--- config.mk ---
export PLATFORM = sky130hd
export DESIGN_NAME = ps2_mouse_sequencer
export DESIGN_NICKNAME = d
export VERILOG_FILES = /design/src/rtl/ps2_mouse_sequencer.sv
export SDC_FILE = /design/constraint.sdc
export NUM_CORES = 1
export LEC_CHECK = 0
export CORE_AREA = 2 2 89 91
export DETAILED_ROUTE_END_ITERATION = 8
export DIE_AREA = 0 0 91 93
export DONT_BUFFER_PORTS = 1
export PLACE_DENSITY = 0.74
export SLEW_MARGIN = 15
export SYNTH_ARGS = -nofsm -noshare
export SYNTH_HDL_FRONTEND = slang
export SYNTH_SLANG_ARGS = --single-unit
--- constraint.sdc ---
create_clock -name CLOCK_50 -period 3.8 [get_ports CLOCK_50]
set_clock_uncertainty 0.05 [all_clocks]
set_input_delay 1.14 -clock CLOCK_50 [delete_from_list [all_inputs] [get_ports CLOCK_50]]
set_output_delay 1.14 -clock CLOCK_50 [all_outputs]
set_load 0.01 [all_outputs]
--- src/rtl/ps2_mouse_sequencer.sv ---
// PS/2 mouse bring-up sequencer (reset, self-test, enable streaming, with retries) and 3-byte packet decoder.
// Define PS2_MOUSE_SAMPLE_RATE_EN to insert a set-sample-rate exchange (0xF3, SAMPLE_RATE) before 0xF4.
module ps2_mouse_sequencer #(
  parameter int         TIMEOUT_CYCLES = 25_000_000,
  parameter int         MAX_RETRIES    = 3,
  parameter logic [7:0] SAMPLE_RATE    = 8'd40
) (
  input  logic       CLOCK_50,
  input  logic       reset,
  input  logic [7:0] rx_data,
  input  logic       rx_valid,
  output logic [7:0] cmd_data,
  output logic       cmd_send,
  input  logic       cmd_sent,
  input  logic       cmd_error,
  output logic       ready,
  output logic       init_failed,
  output logic       pkt_valid,
  output logic [8:0] pkt_dx,
  output logic [8:0] pkt_dy,
  output logic [2:0] pkt_buttons,
  output logic [1:0] pkt_ovf
);

  localparam logic [7:0]  CMD_RESET  = 8'hFF;
  localparam logic [7:0]  CMD_ENABLE = 8'hF4;
  localparam logic [7:0]  RSP_ACK    = 8'hFA;
  localparam logic [7:0]  RSP_RESEND = 8'hFE;
  localparam logic [7:0]  RSP_BAT    = 8'hAA;
  localparam logic [7:0]  RSP_ID     = 8'h00;
  localparam logic [31:0] TO_LAST    = 32'(TIMEOUT_CYCLES - 1);
  localparam logic [7:0]  FAIL_LAST  = 8'(MAX_RETRIES - 1);

`ifdef PS2_MOUSE_SAMPLE_RATE_EN
  localparam logic [7:0]  CMD_SET_SR = 8'hF3;
`else
  logic w_unused_sample_rate;
  assign w_unused_sample_rate = ^SAMPLE_RATE;
`endif

  typedef enum logic [3:0] {
    SEND_RST,
    WAIT_ACK_RST,
    WAIT_BAT,
    WAIT_ID,
`ifdef PS2_MOUSE_SAMPLE_RATE_EN
    SEND_SR,
    WAIT_ACK_SR,
    SEND_SRV,
    WAIT_ACK_SRV,
`endif
    SEND_EN,
    WAIT_ACK_EN,
    STREAM_B0,
    STREAM_B1,
    STREAM_B2,
    FAILED
  } state_t;

  function automatic logic is_send(input state_t s);
    case (s)
      SEND_RST, SEND_EN: return 1'b1;
`ifdef PS2_MOUSE_SAMPLE_RATE_EN
      SEND_SR, SEND_SRV: return 1'b1;
`endif
      default:           return 1'b0;
    endcase
  endfunction

  function automatic logic is_ack_wait(input state_t s);
    case (s)
      WAIT_ACK_RST, WAIT_ACK_EN:  return 1'b1;
`ifdef PS2_MOUSE_SAMPLE_RATE_EN
      WAIT_ACK_SR, WAIT_ACK_SRV:  return 1'b1;
`endif
      default:                    return 1'b0;
    endcase
  endfunction

  function automatic logic is_wait(input state_t s);
    return is_ack_wait(s) || (s == WAIT_BAT) || (s == WAIT_ID);
  endfunction

  function automatic logic is_stream(input state_t s);
    return (s == STREAM_B0) || (s == STREAM_B1) || (s == STREAM_B2);
  endfunction

  function automatic logic [7:0] cmd_of(input state_t s);
    case (s)
      SEND_RST: return CMD_RESET;
      SEND_EN:  return CMD_ENABLE;
`ifdef PS2_MOUSE_SAMPLE_RATE_EN
      SEND_SR:  return CMD_SET_SR;
      SEND_SRV: return SAMPLE_RATE;
`endif
      default:  return 8'h00;
    endcase
  endfunction

  function automatic state_t wait_of(input state_t s);
    case (s)
      SEND_RST: return WAIT_ACK_RST;
      SEND_EN:  return WAIT_ACK_EN;
`ifdef PS2_MOUSE_SAMPLE_RATE_EN
      SEND_SR:  return WAIT_ACK_SR;
      SEND_SRV: return WAIT_ACK_SRV;
`endif
      default:  return s;
    endcase
  endfunction

  function automatic logic [7:0] expect_of(input state_t s);
    case (s)
      WAIT_BAT: return RSP_BAT;
      WAIT_ID:  return RSP_ID;
      default:  return RSP_ACK;
    endcase
  endfunction

  function automatic state_t advance_of(input state_t s);
    case (s)
      WAIT_ACK_RST: return WAIT_BAT;
      WAIT_BAT:     return WAIT_ID;
`ifdef PS2_MOUSE_SAMPLE_RATE_EN
      WAIT_ID:      return SEND_SR;
      WAIT_ACK_SR:  return SEND_SRV;
      WAIT_ACK_SRV: return SEND_EN;
`else
      WAIT_ID:      return SEND_EN;
`endif
      WAIT_ACK_EN:  return STREAM_B0;
      default:      return SEND_RST;
    endcase
  endfunction

  function automatic state_t resend_of(input state_t s);
    case (s)
      WAIT_ACK_EN:  return SEND_EN;
`ifdef PS2_MOUSE_SAMPLE_RATE_EN
      WAIT_ACK_SR:  return SEND_SR;
      WAIT_ACK_SRV: return SEND_SRV;
`endif
      default:      return SEND_RST;
    endcase
  endfunction

  state_t      r_state;
  logic [7:0]  r_fail_cnt;
  logic [31:0] r_to_cnt;
  logic        r_cmd_send;
  logic [7:0]  r_cmd_data;
  logic        r_ready;
  logic        r_init_failed;
  logic [1:0]  r_hdr_ovf;
  logic [1:0]  r_hdr_sign;
  logic [2:0]  r_hdr_btn;
  logic [7:0]  r_x;
  logic        r_pkt_valid;
  logic [8:0]  r_pkt_dx;
  logic [8:0]  r_pkt_dy;
  logic [2:0]  r_pkt_btn;
  logic [1:0]  r_pkt_ovf;

  state_t      w_state_nx;
  state_t      w_eval_state;
  state_t      w_fail_tgt;
  logic        w_fail;
  logic        w_req_done;
  logic        w_hdr_load;
  logic        w_x_load;
  logic        w_publish;
  logic [7:0]  w_fail_cnt_nx;
  logic [31:0] w_to_cnt_nx;
  logic        w_cmd_send_nx;
  logic        w_timed;
  logic        w_to_hit;

  assign w_timed  = is_wait(r_state) || (r_state == STREAM_B1) || (r_state == STREAM_B2);
  assign w_to_hit = w_timed && (r_to_cnt == TO_LAST);

  // Next-state decode; a byte arriving with cmd_sent is judged by the WAIT state being entered.
  always_comb begin
    w_state_nx    = r_state;
    w_eval_state  = r_state;
    w_fail        = 1'b0;
    w_fail_tgt    = SEND_RST;
    w_req_done    = 1'b0;
    w_hdr_load    = 1'b0;
    w_x_load      = 1'b0;
    w_publish     = 1'b0;
    w_fail_cnt_nx = r_fail_cnt;
    w_to_cnt_nx   = 32'd0;

    if (is_send(r_state) && r_cmd_send && cmd_sent) begin
      w_req_done   = 1'b1;
      w_eval_state = wait_of(r_state);
      w_state_nx   = wait_of(r_state);
    end else if (is_send(r_state) && r_cmd_send && cmd_error) begin
      w_req_done = 1'b1;
      w_fail     = 1'b1;
    end else begin
      w_req_done = 1'b0;
    end

    if (is_wait(w_eval_state)) begin
      if (rx_valid) begin
        if (rx_data == expect_of(w_eval_state)) begin
          w_state_nx = advance_of(w_eval_state);
        end else if (is_ack_wait(w_eval_state) && (rx_data == RSP_RESEND)) begin
          w_fail     = 1'b1;
          w_fail_tgt = resend_of(w_eval_state);
        end else begin
          w_fail = 1'b1;
        end
      end else if (w_to_hit) begin
        w_fail = 1'b1;
      end else begin
        w_fail_tgt = SEND_RST;
      end
    end else begin
      case (r_state)
        STREAM_B0: begin
          if (rx_valid && rx_data[3]) begin
            w_hdr_load = 1'b1;
            w_state_nx = STREAM_B1;
          end else begin
            w_state_nx = STREAM_B0;
          end
        end
        STREAM_B1: begin
          if (rx_valid) begin
            w_x_load   = 1'b1;
            w_state_nx = STREAM_B2;
          end else if (w_to_hit) begin
            w_state_nx = STREAM_B0;
          end else begin
            w_state_nx = STREAM_B1;
          end
        end
        STREAM_B2: begin
          if (rx_valid) begin
            w_publish  = 1'b1;
            w_state_nx = STREAM_B0;
          end else if (w_to_hit) begin
            w_state_nx = STREAM_B0;
          end else begin
            w_state_nx = STREAM_B2;
          end
        end
        default: begin
          w_hdr_load = 1'b0;
        end
      endcase
    end

    if (w_fail) begin
      if (r_fail_cnt >= FAIL_LAST) begin
        w_state_nx = FAILED;
      end else begin
        w_state_nx    = w_fail_tgt;
        w_fail_cnt_nx = r_fail_cnt + 8'd1;
      end
    end else if (is_stream(w_state_nx)) begin
      w_fail_cnt_nx = 8'd0;
    end else begin
      w_fail_cnt_nx = r_fail_cnt;
    end

    if ((w_state_nx != r_state) || rx_valid || !w_timed) begin
      w_to_cnt_nx = 32'd0;
    end else begin
      w_to_cnt_nx = r_to_cnt + 32'd1;
    end

    w_cmd_send_nx = is_send(w_state_nx) && !w_req_done;
  end

  // Sequencer state, counters and command/status outputs.
  always_ff @(posedge CLOCK_50 or posedge reset) begin
    if (reset) begin
      r_state       <= SEND_RST;
      r_fail_cnt    <= 8'd0;
      r_to_cnt      <= 32'd0;
      r_cmd_send    <= 1'b0;
      r_cmd_data    <= 8'h00;
      r_ready       <= 1'b0;
      r_init_failed <= 1'b0;
    end else begin
      r_state       <= w_state_nx;
      r_fail_cnt    <= w_fail_cnt_nx;
      r_to_cnt      <= w_to_cnt_nx;
      r_cmd_send    <= w_cmd_send_nx;
      if (is_send(w_state_nx)) begin
        r_cmd_data <= cmd_of(w_state_nx);
      end
      r_ready       <= is_stream(w_state_nx);
      r_init_failed <= r_init_failed | (w_state_nx == FAILED);
    end
  end

  // Packet assembly; fields publish together with the valid pulse and hold until the next packet.
  always_ff @(posedge CLOCK_50 or posedge reset) begin
    if (reset) begin
      r_hdr_ovf   <= 2'd0;
      r_hdr_sign  <= 2'd0;
      r_hdr_btn   <= 3'd0;
      r_x         <= 8'd0;
      r_pkt_valid <= 1'b0;
      r_pkt_dx    <= 9'd0;
      r_pkt_dy    <= 9'd0;
      r_pkt_btn   <= 3'd0;
      r_pkt_ovf   <= 2'd0;
    end else begin
      r_pkt_valid <= w_publish;
      if (w_hdr_load) begin
        r_hdr_ovf  <= rx_data[7:6];
        r_hdr_sign <= rx_data[5:4];
        r_hdr_btn  <= rx_data[2:0];
      end
      if (w_x_load) begin
        r_x <= rx_data;
      end
      if (w_publish) begin
        r_pkt_dx  <= {r_hdr_sign[0], r_x};
        r_pkt_dy  <= {r_hdr_sign[1], rx_data};
        r_pkt_btn <= r_hdr_btn;
        r_pkt_ovf <= r_hdr_ovf;
      end
    end
  end

  assign cmd_data    = r_cmd_data;
  assign cmd_send    = r_cmd_send;
  assign ready       = r_ready;
  assign init_failed = r_init_failed;
  assign pkt_valid   = r_pkt_valid;
  assign pkt_dx      = r_pkt_dx;
  assign pkt_dy      = r_pkt_dy;
  assign pkt_buttons = r_pkt_btn;
  assign pkt_ovf     = r_pkt_ovf;

endmodule

==> results of run 1 <==
-- synthesized netlist by cell type (2+ instances only) --
cell | n | area share, %
a211oi_1 | 2 | 0.34
a21boi_0 | 2 | 0.34
a21oi_1 | 4 | 0.46
a31o_2 | 2 | 0.40
a31oi_1 | 5 | 0.72
and2_1 | 10 | 1.4
and3_1 | 8 | 1.1
and4_1 | 2 | 0.40
buf_2 | 3 | 0.34
buf_4 | 6 | 1.0
buf_6 | 3 | 0.77
clkbuf_1 | 9 | 0.77
dfrtp_1 | 88 | 50
ha_1 | 3 | 0.86
inv_1 | 10 | 0.86
mux2_2 | 31 | 8.0
nand2_1 | 43 | 3.7
nand2b_1 | 3 | 0.43
nand3_1 | 11 | 1.3
nand3b_1 | 2 | 0.34
nand4_1 | 12 | 1.7
nor2_1 | 32 | 2.8
nor3_1 | 11 | 1.3
nor4_1 | 12 | 1.7
nor4_2 | 9 | 2.6
nor4b_1 | 5 | 1.0
nor4bb_1 | 2 | 0.46
o211ai_1 | 2 | 0.34
o21a_1 | 2 | 0.34
o21ai_0 | 3 | 0.34
o31ai_4 | 2 | 0.98
or2_2 | 2 | 0.29
or3_1 | 2 | 0.29
or3b_2 | 2 | 0.40
xnor2_1 | 10 | 2.0
xor2_1 | 20 | 4.0
-- registers in the layout, indices dropped and copies added, names as in the netlist, 2 cells and up --
name / cells
r_state: 4
pkt_ovf: 2
r_to_cnt: 32
r_hdr_sign: 2
pkt_buttons: 3
r_x: 8
r_hdr_btn: 3
cmd_data: 2
r_hdr_ovf: 2
r_fail_cnt: 8
pkt_dy: 9
pkt_dx: 9
-- through the flow --
step	util (%)	cell area (sq um)	hold WS (ns)
3_3_place_gp	58.9	4430	0.405
3_5_place_dp	58.9	4430	0.415
5_1_grt	61.9	4660	0.462
6_report	61.9	4660	0.434
4_1_cts	61.9	4660	0.437
2_1_floorplan	-	4360	0.392
-- cell families (layout without fill, tap and decap cells) --
family | Yosys count | in the layout | share of synthesized area, %
compound gates | 36 | 36 | 7.09
xor+xnor | 30 | 30 | 6.02
fa+ha+maj | 3 | 3 | 0.861
buf+inv | 31 | 33 | 3.79
flops | 88 | 88 | 50.5
mux | 32 | 32 | 8.23
simple gates | 177 | 177 | 23.5
-- layer usage --
metal | track usage, % | share of wire (%) | up-vias
met5 | 0 | 0 | -
li1 | - | - | 1410
met3 | 5.88 | 5.2 | 11
met4 | 6.57 | 1.2 | 0
met2 | 31.5 | 46 | 76
met1 | 30.5 | 47 | 1436
-- critical path, delay by kind of cell, from the launching register on --
family	cells	cell delay [ns]
flip-flops	1	0.54
AO/OA/AOI/OAI	2	0.74
AND/OR/NAND/NOR	5	1.92
-- report_power, final --
part	internal (W)	total, W	switching [W]
registers	0.00116	0.00138	0.000216
clock network	0.000380	0.000731	0.000352
logic	0.000395	0.000984	0.000589
total	0.00193	0.00309	0.00116
-- how the worst max path moves through the flow --
stage	to	from	slack (ns)	cells after the start
2_1_floorplan	cmd_data[3]	reset	0.33	1
3_3_place_gp	r_to_cnt[13]	rx_data[7]	0.39	7
3_5_place_dp	r_to_cnt[13]	rx_data[7]	0.24	7
4_1_cts	r_to_cnt[13]	r_state[1]	0.50	7
5_1_grt	r_to_cnt[13]	r_to_cnt[8]	0.18	8
6_report	r_to_cnt[13]	r_state[1]	0.42	7
-- final cells by class --
type,count,area (sq um),share of cell area (%)
flip-flops and latches,88,2200,47.3
multi-input cells,278,2000,42.9
well taps,102,128,2.74
clock buffers,9,124,2.66
clock inverters,7,103,2.20
repair buffers,7,65.1,1.40
inverters,10,38.8,0.833
==> qor.csv, run 1 <==
metric,value,unit
DR DRC count,0,
maxcap violations,0,
Die Area,8460,sq um
Reg2Reg Depth,7,
top-level I/O count,48,
buffer count from post-CTS setup fixing,0,
Pwr Total,0.00309,W
First DRT Iteration DRCs,200,
Place WS,0.240,ns
FF-to-FF End,r_to_cnt[13],
hold path cells,2,
RSZ-0062 raised after global routing,false,
Setup TNS Final,0,ns
area of the mapped netlist,4360,sq um
Inserted Clock Buffers,9,
starting density of the core,57.9,%
post-synthesis sequential area ratio,50.5,%
die height,93,um
"Avg Cell Area, Syn",11.0,sq um
vias in the first global route,2889,
Post-Syn Instances,397,
Fin. Hold Viols,0,
CP cell instances,or4b_2 > and3_1 > o41a_1 > o31ai_4 > or3_1 > nand4_4 > nor4b_1,
clock tree from TritonCTS,done,
Via density,5.85,
H-tree lvl count,3,
All-Layer GR Usage,21.2,%
"most common cell after layout, fill and taps aside",dfrtp_1,
dpl cells,485,
syn nets,413,
worst path required time,3.98,ns
gp weighted congestion,0.901,
R2R Setup Slk,0.42,ns
status,"finished, final reports clean",
share of flip-flops with an asynchronous set or reset,100,%
Worst-Skew Late Latency,0.36,ns
clk buf depth,2,
Max Fclk,0.296,GHz
Hold Startpoint,r_x[1],
first-pass GRT wire length,14.3,mm
Clock Pin Slew Worst Setup and Hold Paths,0.09,ns
Slew HR,48.7,%
drt first pass iters,4,
Die Span X,91,um
final net count,410,
number of I/O port buffers,0,
Post-synth EDFFs,0,
drt total wl,8.40,mm
RR Startpoint,r_state[1],
Final WS setup,0.422,ns
"Slew Viols, Final",0,
hpwl dp,5.95,mm
WL/cell,16.8,um
hold endpoint,r_x[1],
Non-Filler Instances,501,
Area Overhead vs Synth,6.77,%
worst-path fanout max,16,
period utilisation layout,88.9,%
post-cts sizing count,0,
Worst setup EP type,register,
vias,2933,
Worst path max stage delay,0.78,ns
synthesized flop and latch total,88,
"commonest cells after routing, fill and taps aside","dfrtp_1, nand2_1, mux2_2, nor2_1, xor2_1",
WS Path Type,register to register,
worst vdd ir,0.000586,V
# setup viols final,0,
Ant. Diodes,0,
pwr dens,664,nW/um^2
core region area,7530,sq um
share of layout cells above drive strength 1,20.3,%
Hold WC Path Type,register to register,
Synth Warn #,0,
arrival time worst endpoint,3.55,ns
Worst-Margin Slew,0.764,ns
startpoint class of the critical path,register,
Synth Flop Type,dfrtp_1,
Final min period,3.38,ns
crit path max-delay cell type,or4b_2,
CTS Root Cell,clkbuf_8,
GRT overflow,0,
CTS sink cnt,88,
Detail Route Antenna Nets,0,
largest net degree at the start of global routing,56,
Fill cells,630,
CTS Hold Bufs,0,
Leakage Power,1.98,nW
Site Rows,32,
Yosys cell types,58,
initial antenna violation count,0,
No activity file was read; power rests on OpenSTA's default activity.
==> inputs of run 2 (changes only) <==
--- a/config.mk
+++ b/config.mk
@@ -5,11 +5,11 @@
 export SDC_FILE = /design/constraint.sdc
 export NUM_CORES = 1
 export LEC_CHECK = 0
-export CORE_AREA = 2 2 89 91
+export CORE_AREA = 2 2 117 119
 export DETAILED_ROUTE_END_ITERATION = 8
-export DIE_AREA = 0 0 91 93
+export DIE_AREA = 0 0 119 121
 export DONT_BUFFER_PORTS = 1
-export PLACE_DENSITY = 0.74
+export PLACE_DENSITY = 0.48
 export SLEW_MARGIN = 15
 export SYNTH_ARGS = -nofsm -noshare
 export SYNTH_HDL_FRONTEND = slang
==> run 2 against run 1 <==
Net effect: count of clock-buffer cells in the layout unchanged; sequential power about the same; non-clock buffer count up 1; die area up 70%; largest power group unchanged; worst setup slack better by 0.13 ns.
==> qor.csv, run 2 (same netlist as run 1, synthesis figures left out) <==
metric,value,unit,change
met2 track demand over resource,20.4,%,was 31.5%
Max Fclk,0.308,GHz,was 0.296 GHz
Via density,5.08,,was 5.85
startpoint class of the critical path,register,,unchanged
largest register by flop count,r_to_cnt,,unchanged
Clock Pin Slew Worst Setup and Hold Paths,0.06,ns,was 0.09 ns
Worst path max stage delay,0.74,ns,was 0.78 ns
Setup TNS Final,0,ns,unchanged
CP cell instances,or4b_2 > and3_1 > o41a_1 > o31ai_4 > or3_1 > nand4_4 > nor4_1,,was or4b_2 > and3_1 > o41a_1 > o31ai_4 > or3_1 > nand4_4 > nor4b_1
WS Path Type,register to register,,unchanged
RSZ-0062 raised after global routing,false,,unchanged
share of layout cells above drive strength 1,20.5,%,was 20.3%
number of I/O port buffers,0,,unchanged
period utilisation layout,85.6,%,was 88.9%
vias,2928,,"was 2,933"
H-tree lvl count,3,,unchanged
max reg flops,32,,unchanged
top-level I/O count,48,,unchanged
Final min period,3.25,ns,was 3.38 ns
CTS Root Cell,clkbuf_16,,was clkbuf_8
Fin. Hold Viols,0,,unchanged
worst-path fanout max,16,,unchanged
buffer count from post-CTS setup fixing,0,,unchanged
Die Span X,119,um,was 91 um
Most Crowded Layer GR,met2,,unchanged
"Slew Viols, Final",0,,unchanged
largest net degree at the start of global routing,50,,was 56
"Buf+Inv Stages, Crit Path",0,,unchanged
drt first pass iters,4,,unchanged
Worst-Skew Late Latency,0.34,ns,was 0.36 ns
clock tree from TritonCTS,done,,unchanged
met3 Track Usage GR,5.22,%,was 5.88%
CTS Hold Bufs,0,,unchanged
maxcap violations,0,,unchanged
CTS sink cnt,88,,unchanged
Slew HR,48.2,%,was 48.7%
met1 global-route usage,19.2,%,was 30.5%
starting density of the core,33.3,%,was 57.9%
Leakage Power,2.04,nW,was 1.98 nW
First DRT Iteration DRCs,126,,was 200
Fill cells,1291,,was 630
Crit path max-delay family,simple AND/OR/NAND/NOR gates,,unchanged
All-Layer GR Usage,14.1,%,was 21.2%
clk buf depth,2,,unchanged
Detail Route Antenna Nets,0,,unchanged
worst path required time,3.98,ns,about the same
Hold WC Path Type,register to register,,unchanged
Inserted Clock Buffers,9,,unchanged
gp weighted congestion,0.810,,was 0.901
pwr dens,699,nW/um^2,was 664 nW/um^2
Site Rows,42,,was 32
worst vdd ir,0.000212,V,was 0.000586 V
initial antenna violation count,0,,unchanged
final net count,411,,was 410
Finished Core Util,37.3,%,was 61.9%
Worst setup EP type,register,,unchanged
Die Area,14400,sq um,was 8460 sq um
first-pass GRT wire length,15.9,mm,was 14.3 mm
crit path max-delay cell type,or4b_2,,unchanged
"commonest cells after routing, fill and taps aside","dfrtp_1, nand2_1, mux2_2, nor2_1, xor2_1",,unchanged
post-cts sizing count,0,,unchanged
Ant. Diodes,0,,unchanged
vias in the first global route,3003,,"was 2,889"
GRT overflow,0,,unchanged
arrival time worst endpoint,3.43,ns,was 3.55 ns
DR DRC count,0,,unchanged
# setup viols final,0,,unchanged
"most common cell after layout, fill and taps aside",dfrtp_1,,unchanged
core region area,13100,sq um,was 7530 sq um
WL/cell,16.4,um,was 16.8 um
hpwl dp,6.45,mm,was 5.95 mm
die height,121,um,was 93 um
Area Overhead vs Synth,12.0,%,was 6.77%
status,"finished, final reports clean",,unchanged
drt total wl,9.43,mm,was 8.40 mm
Worst-Margin Slew,0.771,ns,was 0.764 ns
run 2: metrics by stage:
stage	cell area, sq um	worst slack [ns]	hold slack [ns]	total power (W)	instances
6_report	4890	0.549	0.435	0.00342	576
5_1_grt	4890	0.345	0.452	0.00364	576
4_1_cts	4890	0.574	0.436	0.00346	576
3_5_place_dp	4540	0.311	0.409	0.00243	560
3_3_place_gp	4540	0.350	0.407	0.00242	560
2_1_floorplan	4360	0.331	0.392	0.00221	397
run 2: per-layer routing:
metal	part of all wire, %	wire length (um)
met2	44	4160
met3	5.7	537
met1	49	4580
met5	0	0
met4	1.6	153
run 2: final timing paths:
| check | startpoint | endpoint | slack (ns) | depth (start not counted) |
|---|---|---|---|---|
| max reg2reg | r_state[2] | r_to_cnt[5] | 0.55 | 7 |
| min | r_x[7] | r_x[7] | 0.43 | 2 |
| max in group asynchronous | reset | r_state[2] | 2.27 | 2 |
| min in group asynchronous | reset | pkt_buttons[2] | 0.72 | 1 |
| max | r_state[2] | r_to_cnt[5] | 0.55 | 7 |
| min reg2reg | r_x[7] | r_x[7] | 0.43 | 2 |
run 2: power by group:
group	internal, W	total [W]	switching (W)
logic	0.000416	0.00103	0.000617
clock network	0.000643	0.00101	0.000371
registers	0.00116	0.00137	0.000209
total	0.00222	0.00342	0.00120
run 2: layout make-up:
| class | count | area (sq um) | area share [%] |
|---|---|---|---|
| clock inverters | 7 | 119 | 2.43 |
| well taps | 176 | 220 | 4.51 |
| repair buffers | 8 | 85.1 | 1.74 |
| inverters | 10 | 38.8 | 0.794 |
| flip-flops and latches | 88 | 2200 | 45.1 |
| multi-input cells | 278 | 2000 | 40.9 |
| clock buffers | 9 | 225 | 4.61 |
run 2: worst min-delay path, cell delays in order (launching register included):
cell	delay [ns]
dfrtp_1	0.34
nand2_1	0.05
nand2_1	0.06
